**config.mk**
```make
export PLATFORM = sky130hd
export DESIGN_NAME = fdiv_stream
export DESIGN_NICKNAME = d
export VERILOG_FILES = /design/src/rtl/fdiv_stream.sv
export SDC_FILE = /design/constraint.sdc
export NUM_CORES = 1
export LEC_CHECK = 0
export BUFFER_PORTS_ARGS = -buffer_cell sky130_fd_sc_hd__buf_2
export CAP_MARGIN = 10
export CORE_ASPECT_RATIO = 0.6
export CORE_UTILIZATION = 50
export DETAILED_ROUTE_END_ITERATION = 12
export PLACE_DENSITY = 0.82
export SETUP_SLACK_MARGIN = 0.1
export SLEW_MARGIN = 40
export SYNTH_ARGS = -nofsm -noshare
export SYNTH_HDL_FRONTEND = slang
export SYNTH_SLANG_ARGS = --single-unit
```
**constraint.sdc**
```tcl
create_clock -name clk -period 5.9 [get_ports clk]
set_clock_uncertainty 0.15 [all_clocks]
set_input_delay 1.18 -clock clk [delete_from_list [all_inputs] [get_ports clk]]
set_output_delay 1.18 -clock clk [all_outputs]
set_load 0.05 [all_outputs]
```
**src/rtl/fdiv_stream.sv**
```systemverilog
// Valid/ready front end for the pipelined fdiv core: issue, in-flight tracking, result FIFO.
// Latency LAT+1 cycles into an empty FIFO; in_ready drops once in-flight + buffered ops reach DEPTH.
module fdiv_stream #(
  parameter int LAT   = 6,
  parameter int TAGW  = 5,
  parameter int DEPTH = 8
) (
  input  logic            clk,
  input  logic            rstn,
  input  logic            in_valid,
  output logic            in_ready,
  input  logic [31:0]     in_a,
  input  logic [31:0]     in_b,
  input  logic [TAGW-1:0] in_tag,
  output logic [31:0]     div_x1,
  output logic [31:0]     div_x2,
  input  logic [31:0]     div_y,
  output logic            out_valid,
  input  logic            out_ready,
  output logic [31:0]     out_y,
  output logic [TAGW-1:0] out_tag,
  output logic            out_dz
);

  localparam int AW = $clog2(DEPTH);
  localparam int CW = AW + 1;
  localparam logic [CW-1:0] LIMIT = CW'(DEPTH);
  localparam logic [CW-1:0] C_ONE = CW'(1);
  localparam logic [AW-1:0] P_ONE = AW'(1);

  typedef struct packed {
    logic            vld;
    logic [TAGW-1:0] tag;
    logic            dz;
  } stage_t;

  typedef struct packed {
    logic [31:0]     y;
    logic [TAGW-1:0] tag;
    logic            dz;
  } entry_t;

  stage_t        sr  [LAT];
  entry_t        mem [DEPTH];
  entry_t        head;
  logic [CW-1:0] inflight;
  logic [CW-1:0] fifo_count;
  logic [AW-1:0] wptr;
  logic [AW-1:0] rptr;
  logic          fire;
  logic          capture;
  logic          pop;

  // Credit check: every in-flight op already owns a FIFO slot, so a capture can never overflow.
  assign in_ready  = rstn && ((inflight + fifo_count) < LIMIT);
  assign fire      = in_valid && in_ready;
  assign capture   = sr[LAT-1].vld;
  assign out_valid = (fifo_count != '0);
  assign pop       = out_valid && out_ready;

  assign div_x1 = fire ? in_a : '0;
  assign div_x2 = fire ? in_b : '0;

  assign head    = out_valid ? mem[rptr] : '0;
  assign out_y   = head.y;
  assign out_tag = head.tag;
  assign out_dz  = head.dz;

  always_ff @(posedge clk) begin
    if (!rstn) begin
      for (int k = 0; k < LAT; k++) begin
        sr[k] <= '0;
      end
      inflight   <= '0;
      fifo_count <= '0;
      wptr       <= '0;
      rptr       <= '0;
    end else begin
      // Zero exponent covers both true zero and denormals, which the FPU flushes.
      sr[0] <= '{vld: fire, tag: in_tag, dz: (in_b[30:23] == 8'd0)};
      for (int k = 1; k < LAT; k++) begin
        sr[k] <= sr[k-1];
      end

      if (fire && !capture) begin
        inflight <= inflight + C_ONE;
      end else if (!fire && capture) begin
        inflight <= inflight - C_ONE;
      end

      if (capture) begin
        wptr <= wptr + P_ONE;
      end
      if (pop) begin
        rptr <= rptr + P_ONE;
      end

      if (capture && !pop) begin
        fifo_count <= fifo_count + C_ONE;
      end else if (!capture && pop) begin
        fifo_count <= fifo_count - C_ONE;
      end
    end
  end

  // Storage needs no reset: the head is masked whenever the FIFO is empty.
  always_ff @(posedge clk) begin
    if (rstn && capture) begin
      mem[wptr] <= '{y: div_y, tag: sr[LAT-1].tag, dz: sr[LAT-1].dz};
    end
  end

endmodule

```
# --- After elaboration in Yosys (flattened, before gate mapping) ---
# Memories as Yosys holds them, arrays and structs flattened. A register that Yosys moved wholly into a read port is not among the register bits.
# Cells that the tools add are included.
op_classes:
  addsub: 7
  mul: 0
  n_div: 0
  magnitude_cmp: 1
  n_eq_ne: 0
  shift: 0
  mux: 19
  bitwise_logic: 6
  n_reduce_logical: 15
op_table:
  columns: ["op", "count"]
  rows:
  - ["$mux 32", 2]
  - ["$mux 7", 6]
  - ["$mux 38", 1]
  - ["$mux 4", 4]
  - ["$add 4x1->4 const B", 2]
  - ["$logic_and 1x1->1", 8]
  - ["$logic_not 8->1", 1]
  - ["$sub 4x1->4 const B", 2]
  - ["$add 3x1->3 const B", 2]
  - ["$mux 3", 2]
  - ["$or 1x1->1", 6]
  - ["$add 4x4->4", 1]
  - ["$lt 4x4->1 const B", 1]
  - ["$mux 1", 4]
  - ["$reduce_bool 2->1", 2]
  - ["$reduce_bool 4->1", 1]
  - ["$logic_not 1->1", 3]
word_totals:
  register_bits: 14
  latch_bits: 0
  mem_bits_rw: 346
  rom_bits: 0
  inputBits: 105
  elab_cells: 54
  memories: 2
mem_list:
  columns: ["name", "depth", "width", "rd", "rd_clocked_by_memory_dff", "wr", "line", "source"]
  rows:
  - ["mem", 8, 38, 1, 1, 1, "44", "entry_t mem [DEPTH];"]
  - ["sr", 6, 7, 6, 0, 6, "43", "stage_t sr [LAT];"]

# --- Longest topological paths before layout ---
depth:
  depth_word: 8
  ltp_mapped: 12
  depth_no_buf: 11

# --- Least setup slack after synthesis ---
# Ideal clock, no wire load.
synth_timing:
  kind: "input to register"
  startpoint: "input port rstn"
  endpoint: "memory mem[3][0] in the netlist's numbering, enable pin"
  arrival_time_ns: 4.475
  required_ns: 5.270
  slack_ns: 0.794
  cell_stages: 4
  path_buffers: 2
  cell_sequence: "clkbuf_1 > clkbuf_1 > nand2_1 > nor3_1"
synth_via:
  elab_chain_len: 3
synth_lines:
  columns: ["element", "line", "source"]
  rows:
  - ["from (decl)", "9", "input logic rstn,"]
  - ["$logic_and 1x1->1", "108", "if (rstn && capture) begin"]
  - ["$mux 1", "108", null]
  - ["$mux 1 (implied by the code)", "109", "mem[wptr] <= '{y: div_y, tag: sr[LAT-1].tag, dz: sr[LAT-1].dz};"]
  - ["to (decl)", "44", null]
# Every way passes these cells.

# --- Final worst setup path ---
layout_timing:
  startpoint: "register fifo_count[1]"
  endpoint: "output port div_x2[13]"
layout_via:
  elab_chain_len: 5
layout_lines:
  columns: ["element", "line", "source"]
  rows:
  - ["from (decl)", "47", "logic [CW-1:0] fifo_count;"]
  - ["from (signal assigned)", "99", "fifo_count <= fifo_count + C_ONE;"]
  - ["from (signal assigned)", "101", "fifo_count <= fifo_count - C_ONE;"]
  - ["$add 4x4->4", "55", "assign in_ready = rstn && ((inflight + fifo_count) < LIMIT);"]
  - ["$lt 4x4->1", "55", null]
  - ["$logic_and 1x1->1", "55", null]
  - ["$logic_and 1x1->1", "56", "assign fire = in_valid && in_ready;"]
  - ["$mux 32", "62", "assign div_x2 = fire ? in_b : '0;"]
  - ["to (decl)", "16", "output logic [31:0] div_x2,"]
# Every way passes these cells.

==> results.md <==
- The worst hold path begins at sr[0][10].
- Setup repair after global routing left no endpoint under its margin.
- The worst path uses 76.3% of the clock period.
- The timing-limited maximum frequency is 222 MHz.
- The mapped netlist covers around 14000 sq um.
- At the pin with the least slew margin, the transition time is 0.714 ns.
- Summed over all layers, the global routing overflow is 0.
- The number of antenna violations at the first check in global routing came to 1.
- The die span in y is 132 microns.
- The cell type with the highest aggregate area in the netlist is edfxtp_1.
- The most used flip-flop cell after synthesis is edfxtp_1.
- The maximum level of the CTS H-tree is 1.
- For this run, the number of Yosys warnings is 0.
- The arrival time at the worst endpoint is 3.17 ns.
- The worst slew margin relative to its limit is a little over half.
- For this block, the initial DRC count from the detailed router was between 400 and 500.
- The layout overhead on the synthesized area is 17.5%.
- The final sum of negative setup slack is 0 ns.
- The floorplan step defined a die boundary enclosing 28900 sq um.
- Measured in cells, the most critical reg-to-reg path has a length of 11.
- In the routed layout, each cell is associated on average with a via count of 5.39.
- The fraction of the yosys area taken by sequential cells is between 70% and 80%.
- The number of hold buffers added after CTS is 0.
- Dividing total power by cell area gives a power density of between 400 and 500 nW/um^2.
- The fraction of registers with async set or reset after synthesis is 0%.
- The number of buffers on the longest clock path is 3.
- The clock transition at the registers of the reported paths is 0.06 ns.
- After synthesis, the cell types taking the most area are edfxtp_1 65%, mux4_2 12%, dfxtp_1 8.4%, and2_1 5.0%, mux2i_1 3.2%.
- The count of input and output buffers is ~210.
- The data required time at the worst endpoint is roughly 4.6 ns.
- Once the floorplan was initialized, standard cells occupied slightly above 50% of the core.
- The library cells used most frequently in the layout, excluding fill and tap cells, are 304 x edfxtp_1, 208 x buf_2, 113 x and2_1, 76 x mux4_2, 56 x dfxtp_1.
- The clock latency on the worst-skew pair is ~0.56 ns.
- Averaged over all synthesized cells, the footprint is around 19 sq um.
- VDD sags by at most around 0.00037 V.
- The I/O pin count is 209.
- The post-layout total power is 0.00722 W.
- The worst flop-to-flop path endpoint is inflight[3].
- The number of max-cap violations is 0.
- Counting flops with a built-in enable in the synthesized netlist gives 304.
- The final-stage net count is 1086.
- STA classifies the critical path startpoint as a flip-flop.
- Setup violations remaining at the end of the flow were counted as 0.
- The total leakage power is 5.85 nW.
- The kind of end point of the critical path is a primary output.
- The clock tree from TritonCTS is built.
- The worst hold-check path type is reg2reg.
- The register-to-register setup slack is 2.38 ns.
- The weighted congestion reported at the end of routability-driven placement is 0.822.
- Once detailed placement completed, the half-perimeter wirelength came to 16.5 mm.
- The run finished with clean final reports.
- In this run the worst path has a maximum fanout of 36.
- The synthesized design contains ~360 register bits.
- The floorplan has 47 rows.
- The number of hold violations in the final report came to 0.
- The path with the worst hold slack has its endpoint at sr[0][17].
- Entering global routing, the biggest net connects 47 pins.
- Of the post-synthesis cell area, the dominant cell type holds roughly two thirds.
- The standard cell core area is 27600 sq um.
- The final critical delay including setup and external delays is 4.50 ns.
- The first-pass iteration count of the detailed router is 4.
- The post-detailed-route DRC marker count is 0.
- The post-cts repair resize count is 0.
- The fraction of layout instances using a drive strength above 1 is approximately 37%.
- The root buffer cell is clkbuf_16.
- The detailed-route wire length per cell is approximately 20 microns.
- The antenna diode instance count is 0.
- The reg-to-reg startpoint is fifo_count[1].
- The library cell used most frequently in the layout, excluding fill and tap cells, is edfxtp_1.
- The detailed router placed 7319 vias in this run.
- In this run, distinct cell masters in the synthesized netlist total 30.
- The count of nets left with antenna violations once routing finished came out at 0.
- The layout has 1990 filler cells.
- The floorplan die width is 219 microns.
- CTS saw 363 sinks.
- The max-slew violation total from the final report is 0.
- The hold path depth is 1.
- The worst setup path is of the reg2out kind.
- The total global routing track utilization is between 10% and 20%.
- The number of nets produced by synthesis is a little under 900.
- The setup fix buffers added after clock tree synthesis is 0.
- After detailed routing, the total wire length is 27.6 mm.
- The number of buffers created by CTS is 31.
- The via count of the first global-routing pass is 7417.
- The first global-routing pass estimated 42.9 mm of wire.
- The synthesized instance count is 755.
[synth_stat cells (2+ instances only)]
cell type,number
nand3_1,6
mux2i_1,45
nor2_1,45
xnor2_1,9
buf_2,13
and2_1,113
a21oi_1,2
buf_1,2
nor4_1,2
edfxtp_1,304
inv_1,3
fa_1,2
nor2b_1,3
dfxtp_1,59
buf_6,10
nor3_1,4
nand2_1,11
ha_1,10
a21boi_1,2
a211oi_1,2
mux4_2,76
o21ai_0,2
a31oi_1,2
nand3b_1,2
clkbuf_1,18
nand2b_1,4
[logic make-up after synthesis]
logic type / Yosys count / synth area share [%]
multiplexers: 121 / 15.3
AO/OA/AOI/OAI: 12 / 0.567
adder cells (fa/ha/maj): 12 / 1.17
XOR/XNOR: 9 / 0.559
flip-flops: 363 / 73.1
AND/OR/NAND/NOR: 191 / 7.41
buffers and inverters: 47 / 1.90
[layout make-up]
class	count	area (sq um)	area share, %
inverters	4	15.0	0.0906
well taps	367	459	2.77
repair buffers	224	1200	7.26
multi-input cells	345	3600	21.7
flip-flops and latches	363	10300	62.3
clock inverters	15	100	0.604
clock buffers	39	876	5.29
[flip-flops by register name (all words and copies together), names as in the netlist, named ones only]
| register | count |
|---|---|
| fifo_count | 4 |
| sr | 42 |
| inflight | 4 |
| mem | 304 |
| wptr | 3 |
| rptr | 3 |
[stage by stage]
step	worst slack [ns]	hold WS [ns]	util, %	instance area (sq um)	std cells
floorplan	0.794	0.262	-	14100	755
global placement	1.59	0.265	56.2	15500	1300
detailed placement	1.68	0.271	56.4	15600	1303
CTS	1.37	0.285	60.0	16600	1357
global route	1.17	0.298	60.0	16600	1357
finish	1.40	0.282	60.0	16600	1357
[how the worst max path moves through the flow]
stage / startpoint / to / slack [ns] / depth (start not counted)
CTS: fifo_count[1] / div_x2[13] / 1.37 / 7
floorplan: rstn / mem[3][0] / 0.79 / 4
global route: fifo_count[1] / div_x2[13] / 1.17 / 7
detailed placement: rstn / div_x1[23] / 1.68 / 6
finish: fifo_count[1] / div_x2[13] / 1.40 / 7
global placement: rstn / div_x1[9] / 1.59 / 5
[where the power goes]
group	leakage (nW)	total, W	internal (W)	switching, W
sequential	3.23	0.00292	0.00281	0.000114
combinational	2.14	0.00235	0.000767	0.00159
clock	0.491	0.00194	0.00107	0.000871
total	5.85	0.00722	0.00465	0.00257
[layer usage]
metal,up-vias,global-route usage (%),wire length [microns]
met5,-,0,13
li1,3321,-,-
met1,3768,28.9,12200
met2,191,30.7,13400
met4,2,3.59,423
met3,37,3.90,1590
[critical path: stages (launching register included)]
cell	delay, ns
dfxtp_1	0.45
ha_1	0.28
a31o_1	0.23
a21oi_2	0.29
mux2i_4	0.65
buf_6	0.29
and2_1	0.16
buf_2	0.26
(Power assumes the default switching activity.)
